--- src/rtl/pwconv_weight_sched.sv ---
// rtl/pwconv_weight_sched.sv - PWConv weight/bias scheduler.
// Walks all kernels per pass and fetches each weight word and bias from ROM into a PWConv issue slot.
module pwconv_weight_sched #(
  parameter int DATA_W       = 8,
  parameter int LANES        = 32,
  parameter int BIAS_W       = 16,
  parameter int KERNEL_NUM   = 32,
  parameter int ADDR_W       = 6,
  parameter int ISSUE_PERIOD = 18,
  parameter int ROM_LAT      = 1
) (
  input  logic                    clk,
  input  logic                    rst_n,
  input  logic                    start_i,
  output logic                    rom_rd_o,
  output logic [ADDR_W-1:0]       rom_addr_o,
  input  logic [LANES*DATA_W-1:0] rom_weight_i,
  input  logic [BIAS_W-1:0]       rom_bias_i,
  output logic [LANES*DATA_W-1:0] weight_o,
  output logic [BIAS_W-1:0]       bias_o,
  output logic                    calc_en_o,
  output logic [ADDR_W-1:0]       kernel_idx_o,
  output logic                    busy_o,
  output logic                    done_o,
  output logic                    drop_o
);

  localparam int S_W = (ISSUE_PERIOD > 1) ? $clog2(ISSUE_PERIOD) : 1;
  localparam logic [S_W-1:0]    S_CAP  = S_W'(ROM_LAT);
  localparam logic [S_W-1:0]    S_CALC = S_W'(ROM_LAT + 1);
  localparam logic [S_W-1:0]    S_LAST = S_W'(ISSUE_PERIOD - 1);
  localparam logic [ADDR_W-1:0] K_LAST = ADDR_W'(KERNEL_NUM - 1);

  generate
    if (ISSUE_PERIOD < ROM_LAT + 2) begin : g_bad_period
      $error("pwconv_weight_sched: ISSUE_PERIOD must be >= ROM_LAT+2");
    end
    if ((2 ** ADDR_W) < KERNEL_NUM) begin : g_bad_addr
      $error("pwconv_weight_sched: ADDR_W too small for KERNEL_NUM");
    end
  endgenerate

  typedef enum logic [1:0] {IDLE, RUN, DONE} state_t;

  state_t                  state_q, state_d;
  logic [S_W-1:0]          s_q;
  logic [ADDR_W-1:0]       k_q;
  logic [LANES*DATA_W-1:0] weight_q;
  logic [BIAS_W-1:0]       bias_q;
  logic                    drop_q;
  logic                    accept;
  logic                    last_slot;

  assign accept    = start_i && (state_q != RUN);
  assign last_slot = (s_q == S_LAST) && (k_q == K_LAST);

  always_comb begin
    state_d = state_q;
    case (state_q)
      IDLE:    if (start_i) state_d = RUN;
      RUN:     if (last_slot) state_d = DONE;
      DONE:    state_d = start_i ? RUN : IDLE;
      default: state_d = IDLE;
    endcase
  end

  always_ff @(posedge clk or negedge rst_n) begin
    if (!rst_n) begin
      state_q <= IDLE;
    end else begin
      state_q <= state_d;
    end
  end

  // k saturates at the last kernel so kernel_idx_o holds it through DONE and IDLE
  always_ff @(posedge clk or negedge rst_n) begin
    if (!rst_n) begin
      s_q <= '0;
      k_q <= '0;
    end else if (accept) begin
      s_q <= '0;
      k_q <= '0;
    end else if (state_q == RUN) begin
      if (s_q == S_LAST) begin
        s_q <= '0;
        if (k_q != K_LAST) k_q <= k_q + 1'b1;
      end else begin
        s_q <= s_q + 1'b1;
      end
    end
  end

  always_ff @(posedge clk or negedge rst_n) begin
    if (!rst_n) begin
      weight_q <= '0;
      bias_q   <= '0;
      drop_q   <= 1'b0;
    end else begin
      drop_q <= start_i && (state_q == RUN);
      if (state_q == RUN && s_q == S_CAP) begin
        weight_q <= rom_weight_i;
        bias_q   <= rom_bias_i;
      end
    end
  end

  assign rom_rd_o     = (state_q == RUN) && (s_q == '0);
  assign rom_addr_o   = rom_rd_o ? k_q : '0;
  assign calc_en_o    = (state_q == RUN) && (s_q == S_CALC);
  assign weight_o     = weight_q;
  assign bias_o       = bias_q;
  assign kernel_idx_o = k_q;
  assign busy_o       = (state_q == RUN);
  assign done_o       = (state_q == DONE);
  assign drop_o       = drop_q;

endmodule

--- config.mk ---
export PLATFORM = sky130hd
export DESIGN_NAME = pwconv_weight_sched
export DESIGN_NICKNAME = d
export VERILOG_FILES = /design/src/rtl/pwconv_weight_sched.sv
export SDC_FILE = /design/constraint.sdc
export NUM_CORES = 1
export LEC_CHECK = 0
export ABC_AREA = 1
export BUFFER_PORTS_ARGS = -buffer_cell sky130_fd_sc_hd__buf_2
export CORE_AREA = 5 5 214 216
export CTS_BUF_LIST = sky130_fd_sc_hd__clkbuf_4 sky130_fd_sc_hd__clkbuf_8
export DETAILED_ROUTE_END_ITERATION = 10
export DIE_AREA = 0 0 219 221
export GPL_TIMING_DRIVEN = 0
export SYNTH_ARGS = -nofsm -noshare
export SYNTH_HDL_FRONTEND = slang
export SYNTH_SLANG_ARGS = --single-unit
export TNS_END_PERCENT = 20
--- constraint.sdc ---
create_clock -name clk -period 3.5 [get_ports clk]
set_input_delay 0.525 -clock clk [delete_from_list [all_inputs] [get_ports clk]]
set_output_delay 0.525 -clock clk [all_outputs]
set_load 0.01 [all_outputs]
Word level (Yosys, flattened, before mapping) --
Cells that the tools add are included.
Word-level totals: bits in registers 286, memory bits (writable) 0, latch bits 0, memory bits (read-only) 0, memories kept 0
Cells by class: muxes and demuxes 12, multipliers 0, div/mod/pow operators 0, reduce and logical (&&, ||, !) cells 13, magnitude comparators 0, equal/unequal tests 10, $add $sub $neg 2, bitwise logic cells 0, shift-type cells 0
Operators with widths (count):
- 6-bit two-way mux | 5
- 5-bit two-way mux | 3
- 6-bit by 1-bit adder with 6-bit output (second input constant) | 1
- 6-bit by 5-bit == test with 1-bit output (second input constant) | 1
- 1-bit logical AND | 6
- 6-bit by 5-bit inequality test with 1-bit output (second input constant) | 1
- 2-bit case mux with 3 select lines | 1
- 2-bit nonzero test | 3
- 5-bit by 1-bit adder with 5-bit output (second input constant) | 1
- 5-bit by 1-bit == test with 1-bit output (second input constant) | 1
- 5-bit by 2-bit == test with 1-bit output (second input constant) | 1
- 5-bit == test (second input constant) | 1
- 5-bit zero test | 1
- 2-bit two-way mux | 2
- 2-bit by 1-bit inequality test with 1-bit output (second input constant) | 2
- 3-bit AND reduction | 1
- 2-bit by 1-bit == test with 1-bit output (second input constant) | 1
- 2-bit == test (second input constant) | 1
- 2-bit zero test | 1
- 2-bit inequality test (second input constant) | 1
- 2-bit AND reduction | 1
- 1-bit two-way mux | 1

Logic depth before layout (Yosys ltp) --
Gate-level depths: netlist (run 1).
depth after elaboration 5, gate-level depth with buffers 9

Worst setup path before layout (run 1) --
No wires, ideal clock.
path type reg-to-output, start point register s_q[0], end point output port rom_addr_o[0], stages on the path, launching flop included 5, buffers on the path 0, data required time 2.975 ns, slack 1.953 ns, data arrival time 1.022 ns, cells stage by stage dfrtp_1 > inv_1 > ha_1 > nand3_1 > nor2_1
Between the ends: word-level cells in the longest chain between the ends 3
RTL lines:
- start: declaration | line 46 | logic [S_W-1:0] s_q;
- start signal: assignment | line 88 | s_q <= s_q + 1'b1;
- 5-bit zero test | line 107 | assign rom_rd_o = (state_q == RUN) && (s_q == '0);
- 1-bit logical AND | line 107
- 6-bit two-way mux | line 108 | assign rom_addr_o = rom_rd_o ? k_q : '0;
- end: declaration | line 16 | output logic [ADDR_W-1:0] rom_addr_o,
No other way between the ends.

Final worst setup path (run 1) --
start point register s_q[0], end point output port rom_addr_o[4]
The elaborated chain is that of the path after synthesis.

==> flow_metrics.py, run 1 <==
metrics = {
    "synth": {
        "synth.distinct_cells": 23,
        "synth_top_area_share_pct": 62.55,
        "ys.flop_type": "dfrtp_1",
        "synth-async-reset-ratio_pct": 100.0,
        "synth_nets": 1539,
        "ys_warn_count": 0,
        "yosysMostFrequentCell": "nand2_1",
        "netlist_top_cells_count": "nand2_1, inv_1, dfrtp_1",
        "synthesis.area_mm2": 0.01144,
        "synth-edff-count": 0,
        "yosys.area.top_type": "dfrtp_1",
        "synth_seq_area_share_pct": 62.55,
        "synthCells": 1259,
        "synth.area.top_cells": "dfrtp_1, o21ai_1, nand2_1",
        "ys_seq_elements": 286,
        "synth.avg_cell_area_um2": 9.087,
    },
    "route": {
        "wire_per_inst_um": 15.55,
        "routedLengthMet1_mm": 15.83,
        "met2WireLength_mm": 19.00,
        "via_count": 10380,
        "drt_wl_total_mm": 39.09,
        "antenna_left": 0,
        "drt-vias-per-instance": 4.130,
        "topRoutingLayerUsed": "met5",
        "dr.pass1.iters": 6,
        "drc": 0,
        "met3RoutedLength_mm": 3.192,
        "drt_first_iter_violations": 511,
    },
    "cells_and_area": {
        "nNetsFinal": 2160,
        "syn_to_final_growth_pct": 42.20,
        "drive_gt1_share_pct": 36.15,
        "stdcell_area_mm2": 0.01627,
        "final_cells": 2514,
        "fillers": 4590,
    },
    "outcome": {
        "status": "finished clean",
    },
    "timing": {
        "setup_violations": 0,
        "finalMaxSlewViolations": 0,
        "tightest_slew_ps": 812.2,
        "min_period_ps": 2398,
        "finalSetupTns_ps": 0,
        "hold_viol": 0,
        "whs_ps": 156.3,
        "finalCritPeriodShare_pct": 68.53,
        "fmax_mhz": 416.9,
        "rsz0062_at_grt": "false",
        "slew_headroom_pct": 45.85,
        "fin_skew_ps": 28.96,
    },
    "cts": {
        "holdBufCountCts": 1,
        "root_buffer": "clkbuf_8",
        "clockBufferDepth": 3,
        "clk_latency_ps": 600,
        "cts_setup_buffers": 0,
        "cts_tree": "built",
        "cts_buffers": 53,
        "clk_pin_slew_ps": 60,
        "cts_resized": 0,
        "cts.sinks": 286,
        "htree_levels": 2,
    },
    "setup_path": {
        "slowest_stage": "dfrtp_1",
        "path_delay_family": "flip-flops",
        "cp_cell_sequence": "inv_1 -> ha_1 -> nand3_1 -> nor2_1 -> buf_2",
        "cp_max_fo": 7,
        "crit_path_end_kind": "primary output",
        "crit_type": "reg -> out",
        "worstPathArrival_ps": 1870,
        "slowest_delay_ps": 430,
        "worstPathRequired_ps": 2970,
        "cp-start-kind": "register",
        "critPathBufInv": 2,
    },
    "place": {
        "dp_hpwl_mm": 30.36,
        "dp.cells": 2416,
        "io_buffers": 563,
        "place_area_mm2": 0.01506,
        "gp_congestion": 0.8469,
    },
    "global_routing": {
        "grt_pass1_wl_mm": 60.44,
        "grt_max_degree": 119,
        "track_usage_pct": 15.56,
        "grt.overflow.total": 0,
        "grt_pass1_vias": 10680,
        "antenna_found_initial": 6,
    },
    "pwr": {
        "p_int_uw": 5895,
        "p_sw_uw": 1899,
        "combPwrFrac_pct": 9.2,
        "clkPwrFrac_pct": 45.1,
        "netSwitchingFraction_pct": 24.36,
        "vdd_drop_max_v": 0.0002492,
        "p_leak_uw": 0.009579,
        "pwr-share-seq_pct": 45.6,
        "power.density_mw_per_mm2": 479.1,
    },
    "run": {
        "drv_cap": 0,
    },
    "floorplanning": {
        "coreArea_mm2": 0.04374,
        "dieArea_mm2": 0.04840,
        "pin_count": 564,
        "rows": 77,
        "die_h_um": 221,
        "initial_utilization_pct": 26.16,
        "die_x_um": 219,
    },
    "worst_hold_path": {
        "hp-class": "in -> reg",
    },
}
==> layer usage <==
metal / vias to the layer above / track usage, %
li1: 5062 / -
met1: 4870 / 18.59
met2: 367 / 26.42
met3: 79 / 5.495
met4: 6 / 4.639
met5: - / 0
==> path summary, 6_finish.rpt <==
kind	startpoint	end	slack [ps]	depth (start not counted)
min in group asynchronous	rst_n	weight_o[19]	480	2
hold / removal	rom_weight_i[212]	weight_o[212]	160	3
setup / recovery	s_q[0]	rom_addr_o[4]	1100	5
max in group asynchronous	rst_n	weight_o[140]	2060	3
hold reg to reg	weight_o[170]	weight_o[170]	480	2
setup reg to reg	s_q[1]	weight_o[138]	1370	6
==> cell families after synthesis <==
logic type / synth area share, %
buf+inv: 12.95
simple gates: 11.38
xor+xnor: 0.07657
compound gates: 12.49
flops: 62.55
fa+ha+maj: 0.5468
==> final cells by class <==
class / instances / area, µm² / area share, %
antenna: 2 / 5.005 / 0.03076
tap: 592 / 740.7 / 4.553
clock buffer: 87 / 1091 / 6.706
timing repair buffer: 566 / 2893 / 17.78
multi-input combinational: 625 / 2803 / 17.23
clock inverter: 8 / 98.84 / 0.6076
sequential: 286 / 7157 / 43.99
buffer: 60 / 400.4 / 2.461
inverter: 288 / 1081 / 6.645
==> flip-flops by register name, indices dropped and copies added, names as in the netlist <==
register      cells
weight_o        256
bias_o           16
kernel_idx_o      6
s_q               5
state_q           2
drop_o            1
==> tightest hold or removal path: cells and delay by family <==
family / cells / cell delay (ps)
AOI/OAI and AO/OA: 1 / 50
buffers and inverters: 2 / 130
==> power groups by stage <==
stage               registers (µW)  logic [µW]  clock network [µW]
floorplan                     3690         179                   0
global placement              3610         720                   0
detailed placement            3610         735                   0
CTS                           3560         737                3660
global route                  3570         809                3820
finish                        3560         720                3520
==> through the flow <==
stage	util (%)	setup slack [ps]	total power [µW]
2_1_floorplan	-	1953	3866
5_1_grt	37.19	863.8	8206
3_5_place_dp	34.44	1219	4346
6_report	37.20	1102	7794
4_1_cts	37.18	993.4	7954
3_3_place_gp	34.29	-3523	4328
==> cells in the final DEF (no fill, tap or decap), drive strengths merged, types with 4 or more instances in the layout <==
cell type  synthesis  final
nor2              20     20
clkinv             0      4
nand3             11     11
dfrtp            286    286
nand2            296    296
clkbuf            32    119
ha                 5      5
o21ai            282    282
buf               28    593
inv              288    288
Power figures use the tool's default switching activity.
==> run 2: changes to the inputs <==
clock period = 2.52 ns   (was 3.5 ns; I/O delays follow)
==> run 2 against run 1 <==
Largest power group unchanged. Final area grew 16%. Routed wire length increased by 9.4%. Critical path depth is the same. Largest cell class unchanged. Die area is the same. Critical path type unchanged. Final cell count grew 10%. Critical endpoint unchanged. Register-to-register slack lost 980 ps.
==> flow_metrics.py, run 2 (synthesis gave the netlist of run 1 again) <==
metrics = {
    "timing": {
        "setup_violations": 0,
        "whs_ps": 76.70,
        "min_period_ps": 2260,
        "finalSetupTns_ps": 0,
        "hold_viol": 0,
        "fin_skew_ps": 29.49,
        "fmax_mhz": 442.4,
        "finalCritPeriodShare_pct": 89.69,
        "rsz0062_at_grt": "false",
        "finalWorstSetupSlack_ps": 259.7,
        "finalMaxSlewViolations": 0,
        "slew_headroom_pct": 45.83,
        "tightest_slew_ps": 812.6,
    },
    "setup_path": {
        "crit_path_end_kind": "primary output",
        "cp-start-kind": "register",
        "r2r-end": "weight_o[138]",
        "crit_type": "reg -> out",
        "r2r-start": "s_q[1]",
        "worstPathRequired_ps": 2140,
        "reg2regPathDepth": 6,
        "regToRegSetupSlack_ps": 390,
        "cp_max_fo": 7,
        "worstPathArrival_ps": 1880,
    },
    "cells_and_area": {
        "stdcell_area_mm2": 0.01883,
        "largest_reg_flops": 256,
        "final_cells": 2770,
        "final_common_cell": "buf_2",
        "fillers": 4165,
        "drive_gt1_share_pct": 31.89,
        "layout_common_cells": "buf_2, nand2_1, inv_1",
        "nNetsFinal": 2416,
        "syn_to_final_growth_pct": 64.60,
    },
    "global_routing": {
        "grt_pass1_vias": 12280,
        "track_usage_pct": 17.10,
        "grt_pass1_wl_mm": 67.01,
        "grt_max_degree": 119,
        "antenna_found_initial": 2,
        "grt.overflow.total": 0,
    },
    "route": {
        "wire_per_inst_um": 15.44,
        "routedLengthMet1_mm": 16.92,
        "dr.pass1.iters": 5,
        "met2WireLength_mm": 20.57,
        "topRoutingLayerUsed": "met5",
        "drt-vias-per-instance": 4.186,
        "via_count": 11600,
        "drt_first_iter_violations": 537,
        "drc": 0,
        "antenna_left": 0,
        "met3RoutedLength_mm": 3.320,
        "drt_wl_total_mm": 42.78,
    },
    "cts": {
        "root_buffer": "clkbuf_8",
        "clk_pin_slew_ps": 60,
        "cts_buffers": 53,
        "htree_levels": 2,
        "clk_latency_ps": 600,
        "cts_tree": "built",
        "cts.sinks": 286,
        "clockBufferDepth": 3,
        "cts_setup_buffers": 0,
    },
    "pwr": {
        "p_leak_uw": 0.01065,
        "power.density_mw_per_mm2": 593.7,
        "clkPwrFrac_pct": 43.8,
        "combPwrFrac_pct": 12.0,
        "vdd_drop_max_v": 0.0003622,
        "netSwitchingFraction_pct": 24.45,
        "pwr-share-seq_pct": 44.2,
        "p_int_uw": 8447,
        "p_sw_uw": 2733,
    },
    "floorplanning": {
        "initial_utilization_pct": 26.16,
        "die_x_um": 219,
        "coreArea_mm2": 0.04374,
        "pin_count": 564,
        "rows": 77,
        "dieArea_mm2": 0.04840,
        "die_h_um": 221,
    },
    "place": {
        "place_area_mm2": 0.01506,
        "dp.cells": 2416,
        "gp_congestion": 0.8469,
        "io_buffers": 563,
        "dp_hpwl_mm": 30.36,
        "place_ws_ps": 238.8,
    },
    "worst_hold_path": {
        "hp-class": "in -> reg",
        "holdCritStartpoint": "rom_weight_i[230]",
        "hold_depth": 3,
        "worstHoldEndpoint": "weight_o[230]",
    },
    "run": {
        "drv_cap": 0,
    },
    "outcome": {
        "status": "finished clean",
    },
}
run 2: worst max-delay path: stages, from the launching register on:
cell,delay (ps)
dfrtp_1,430
inv_1,150
ha_1,170
nand3_1,240
nor2_1,170
buf_2,150
run 2: repair_timing:
item | 4_1_cts | 5_1_grt
endpoints found under the hold margin | 309 | 0
hold buffers | 257 | 0
resized for setup | 0 | 0
run 2: worst max path at each step:
| stage | slack (ps) | from | cells past startpoint | endpoint |
|---|---|---|---|---|
| finish | 260 | s_q[0] | 5 | rom_addr_o[4] |
| floorplan | 1110 | s_q[1] | 8 | weight_o[100] |
| global route | 30 | s_q[0] | 5 | rom_addr_o[5] |
| CTS | 160 | s_q[0] | 5 | rom_addr_o[3] |
| detailed placement | 240 | s_q[1] | 6 | weight_o[138] |
| global placement | -4360 | rst_n | 1 | weight_o[183] |
run 2: stage by stage:
step,util [%],total power (µW)
5_1_grt,43.05,11740
3_5_place_dp,34.44,6036
6_report,43.05,11180
2_1_floorplan,-,5370
3_3_place_gp,34.29,6011
4_1_cts,43.04,11360
run 2: power groups by stage:
stage               Sequential (µW)  Clock (µW)  Combinational, µW
floorplan                      5120           0                248
global placement               5010           0               1000
detailed placement             5020           0               1020
CTS                            4940        5080               1340
global route                   4970        5300               1480
finish                         4940        4900               1340
run 2: routing by layer:
metal / global-route usage [%] / vias to the layer above
met5: 0 / -
met4: 7.354 / 2
met3: 5.686 / 128
met2: 28.95 / 455
met1: 19.74 / 5428
li1: - / 5583
run 2: final cells by class:
cell class	count	area, µm²	share of cell area, %
tap	592	740.7	3.933
sequential	286	7157	38.00
timing repair buffer	822	5455	28.97
multi-input combinational	625	2803	14.88
clock buffer	87	1091	5.794
buffer	60	400.4	2.126
antenna	2	5.005	0.02658
clock inverter	8	98.84	0.5249
inverter	288	1081	5.741
==> run 3: changes to the inputs <==
--- a/config.mk
+++ b/config.mk
@@ -10,3 +10,3 @@
 export CORE_AREA = 5 5 214 216
-export CTS_BUF_LIST = sky130_fd_sc_hd__clkbuf_4 sky130_fd_sc_hd__clkbuf_8
+export CTS_BUF_LIST = sky130_fd_sc_hd__clkbuf_2
 export DETAILED_ROUTE_END_ITERATION = 10
@@ -14,2 +14,3 @@
 export GPL_TIMING_DRIVEN = 0
+export REMOVE_ABC_BUFFERS = 1
 export SYNTH_ARGS = -nofsm -noshare
==> constraint.sdc (replaced) <==
create_clock -name clk -period 2.52 [get_ports clk]
set_input_delay 0.126 -clock clk [delete_from_list [all_inputs] [get_ports clk]]
set_output_delay 0.126 -clock clk [all_outputs]
set_load 0.01 [all_outputs]
==> run 3 against run 2 <==
The flow now stops in 4_1_cts. Area after synthesis did not move. Synthesized cell count did not move.
==> flow_metrics.py, run 3 <==
metrics = {
    "place": {
        "io_buffers": 563,
        "place_ws_ps": 31.44,
        "dp_hpwl_mm": 25.50,
        "dp.cells": 2362,
        "gp_congestion": 0.8126,
    },
    "synth": {
        "synth.area.top_cells": "dfrtp_1, o21ai_1, nand2_1",
        "ys.flop_type": "dfrtp_1",
        "ys_warn_count": 0,
        "synth.avg_cell_area_um2": 9.087,
        "synth.distinct_cells": 23,
        "synthCells": 1259,
        "netlist_top_cells_count": "nand2_1, inv_1, dfrtp_1",
        "synth_seq_area_share_pct": 62.55,
        "ys_seq_elements": 286,
        "synth_top_area_share_pct": 62.55,
        "synth-edff-count": 0,
        "synthesis.area_mm2": 0.01144,
        "synth-async-reset-ratio_pct": 100.0,
        "yosys.area.top_type": "dfrtp_1",
        "yosysMostFrequentCell": "nand2_1",
    },
    "cts": {
        "holdBufCountCts": 502,
        "clockBufferDepth": 3,
        "root_buffer": "clkbuf_2",
        "cts_buffers": 81,
        "cts.sinks": 286,
        "cts_setup_buffers": 0,
        "htree_levels": 3,
        "cts_resized": 3,
    },
    "outcome": {
        "first-error": "[ERROR RSZ-0060] Max buffer count reached.",
        "status": "did not finish",
        "haltStage": "4_1_cts",
    },
    "floorplanning": {
        "pin_count": 564,
        "die_x_um": 219,
        "die_h_um": 221,
        "initial_utilization_pct": 26.16,
        "rows": 77,
    },
}
## run 3: cell counts after synthesis
No cell type changed its count.
## run 3: cell families after synthesis
kind of cell,count (synthesis),synth area share [%]
AO/OA/AOI/OAI,285,12.49
XOR/XNOR,1,0.07657
adder cells (fa/ha/maj),5,0.5468
buffers and inverters,348,12.95
flip-flops,286,62.55
AND/OR/NAND/NOR,334,11.38
## run 3: through the flow
stage,setup TNS (ps),cell area [µm²],hold WS (ps),utilization [%]
after global placement,-3169740,14600,364.3,33.38
after floorplan,-1303200,11040,-169.6,-
after detailed placement,0,14840,200.5,33.92
==> run 4: changes to the inputs <==
CTS_BUF_LIST = unset   (was sky130_fd_sc_hd__clkbuf_2)
PLACE_DENSITY_LB_ADDON = 0.15   (was unset)
==> run 4 against run 3 <==
The run now ends clean.
==> flow_metrics.py, run 4 (synthesis gave the netlist of run 1 again) <==
metrics = {
    "floorplanning": {
        "pin_count": 564,
        "die_h_um": 221,
        "dieArea_mm2": 0.04840,
        "die_x_um": 219,
        "rows": 77,
        "initial_utilization_pct": 26.16,
        "coreArea_mm2": 0.04374,
    },
    "global_routing": {
        "grt_pass1_wl_mm": 61.92,
        "antenna_found_initial": 0,
        "track_usage_pct": 15.81,
        "grt_pass1_vias": 11190,
        "grt.overflow.total": 0,
        "grt_max_degree": 106,
    },
    "pwr": {
        "power.density_mw_per_mm2": 597.7,
        "vdd_drop_max_v": 0.0004869,
        "p_int_uw": 8603,
        "clkPwrFrac_pct": 44.3,
        "combPwrFrac_pct": 11.9,
        "p_leak_uw": 0.01061,
        "p_sw_uw": 2670,
        "pwr-share-seq_pct": 43.7,
        "netSwitchingFraction_pct": 23.68,
    },
    "cells_and_area": {
        "syn_to_final_growth_pct": 64.84,
        "final_common_cell": "buf_2",
        "layout_common_cells": "buf_2, nand2_1, inv_1",
        "largest_reg_flops": 256,
        "num_antenna_cells": 0,
        "drive_gt1_share_pct": 29.97,
        "stdcell_area_mm2": 0.01886,
        "nNetsFinal": 2368,
        "fillers": 4416,
    },
    "setup_path": {
        "cp_max_fo": 53,
        "reg2regPathDepth": 9,
        "worstPathRequired_ps": 2930,
        "r2r-end": "weight_o[93]",
        "cp_cell_sequence": "inv_1 -> ha_2 -> nand3_4 -> buf_12 -> buf_16 -> buf_16 -> bufbuf_16 -> nand2_1 -> o21ai_1",
        "crit_type": "reg -> reg",
        "crit_path_end_kind": "register",
        "slowest_stage": "dfrtp_1",
        "worstPathArrival_ps": 2740,
        "r2r-start": "s_q[1]",
        "regToRegSetupSlack_ps": 200,
        "critPathBufInv": 5,
        "path_delay_family": "buffers and inverters",
        "cp-start-kind": "register",
        "crit_cells": 9,
        "slowest_delay_ps": 420,
        "path_common_cell": "buf_16",
    },
    "run": {
        "drv_cap": 0,
    },
    "timing": {
        "min_period_ps": 2321,
        "finalSetupTns_ps": 0,
        "tightest_slew_ps": 869.8,
        "hold_viol": 0,
        "fmax_mhz": 430.8,
        "finalWorstSetupSlack_ps": 198.8,
        "slew_headroom_pct": 41.95,
        "setup_violations": 0,
        "finalMaxSlewViolations": 0,
        "finalCritPeriodShare_pct": 92.11,
        "rsz0062_at_grt": "false",
        "fin_skew_ps": 20.37,
    },
    "outcome": {
        "status": "finished clean",
    },
    "cts": {
        "cts.sinks": 286,
        "clk_pin_slew_ps": 60,
        "clk_latency_ps": 530,
        "cts_buffers": 35,
        "cts_setup_buffers": 0,
        "root_buffer": "clkbuf_16",
        "cts_tree": "built",
        "clockBufferDepth": 3,
        "htree_levels": 2,
    },
    "worst_hold_path": {
        "hp-class": "in -> async",
    },
    "route": {
        "via_count": 10910,
        "drt_first_iter_violations": 492,
        "wire_per_inst_um": 14.76,
        "drt_wl_total_mm": 39.90,
        "drt-vias-per-instance": 4.034,
        "dr.pass1.iters": 4,
        "antenna_left": 0,
        "drc": 0,
    },
    "place": {
        "dp_hpwl_mm": 27.77,
        "gp_congestion": 0.7780,
        "place_area_mm2": 0.01485,
        "io_buffers": 563,
        "place_ws_ps": -419.4,
    },
}
run 4: layer usage:
| layer | part of all wire [%] | GRT usage (%) | vias up |
|---|---|---|---|
| met1 | 41 | 18.62 | 4968 |
| met2 | 48 | 26.88 | 377 |
| met5 | 0 | 0 | - |
| met4 | 3.4 | 5.531 | 0 |
| li1 | - | - | 5489 |
| met3 | 8.0 | 5.399 | 73 |
run 4: worst reg2reg max path, cell delays in order, from the launching register on:
cell and delay, ps:
dfrtp_1 420, inv_1 120, ha_2 310, nand3_4 230, buf_12 260, buf_16 200, buf_16 220, bufbuf_16 350
nand2_1 70, o21ai_1 60
run 4: final cells by class:
class / count / area (µm²) / area share [%]
Sequential cell: 286 / 7157 / 37.95
Timing Repair Buffer: 849 / 5893 / 31.25
Multi-Input combinational cell: 628 / 2853 / 15.13
Inverter: 288 / 1081 / 5.732
Clock buffer: 56 / 1057 / 5.606
Tap cell: 592 / 740.7 / 3.928
Clock inverter: 5 / 77.57 / 0.4113
run 4: worst max path at each step:
stage,from,end,slack [ps]
2_1_floorplan,s_q[1],weight_o[165],-4960
3_3_place_gp,s_q[1],weight_o[227],-8150
3_5_place_dp,s_q[1],weight_o[199],-420
4_1_cts,state_q[1],weight_o[146],6
5_1_grt,s_q[1],weight_o[146],60
6_report,s_q[1],weight_o[93],200
run 4: power groups by stage:
| stage | clock [µW] | combinational [µW] | sequential [µW] |
|---|---|---|---|
| final | 5000 | 1340 | 4930 |
| after CTS | 5220 | 1370 | 4930 |
| after global routing | 5390 | 1500 | 4960 |
| after floorplan | 0 | 251 | 5130 |
| after global placement | 0 | 1010 | 5010 |
| after detailed placement | 0 | 1020 | 5010 |
run 4: repair_timing:
action | in CTS | in global routing
setup endpoints to repair | 114 | 38
hold endpoints to repair | 351 | 0
resized for setup | 1 | 2
gates cloned | 5 | 1
hold buffers | 274 | 0
run 4: per-stage QoR:
stage / hold WS, ps / std cells / power, µW / util (%)
5_1_grt: 228.2 / 2704 / 11840 / 43.12
4_1_cts: 185.0 / 2703 / 11510 / 43.04
3_5_place_dp: 172.2 / 2363 / 6024 / 33.95
6_report: 193.8 / 2704 / 11270 / 43.12
3_3_place_gp: 364.2 / 2354 / 6019 / 33.38
2_1_floorplan: -169.6 / 1199 / 5379 / -
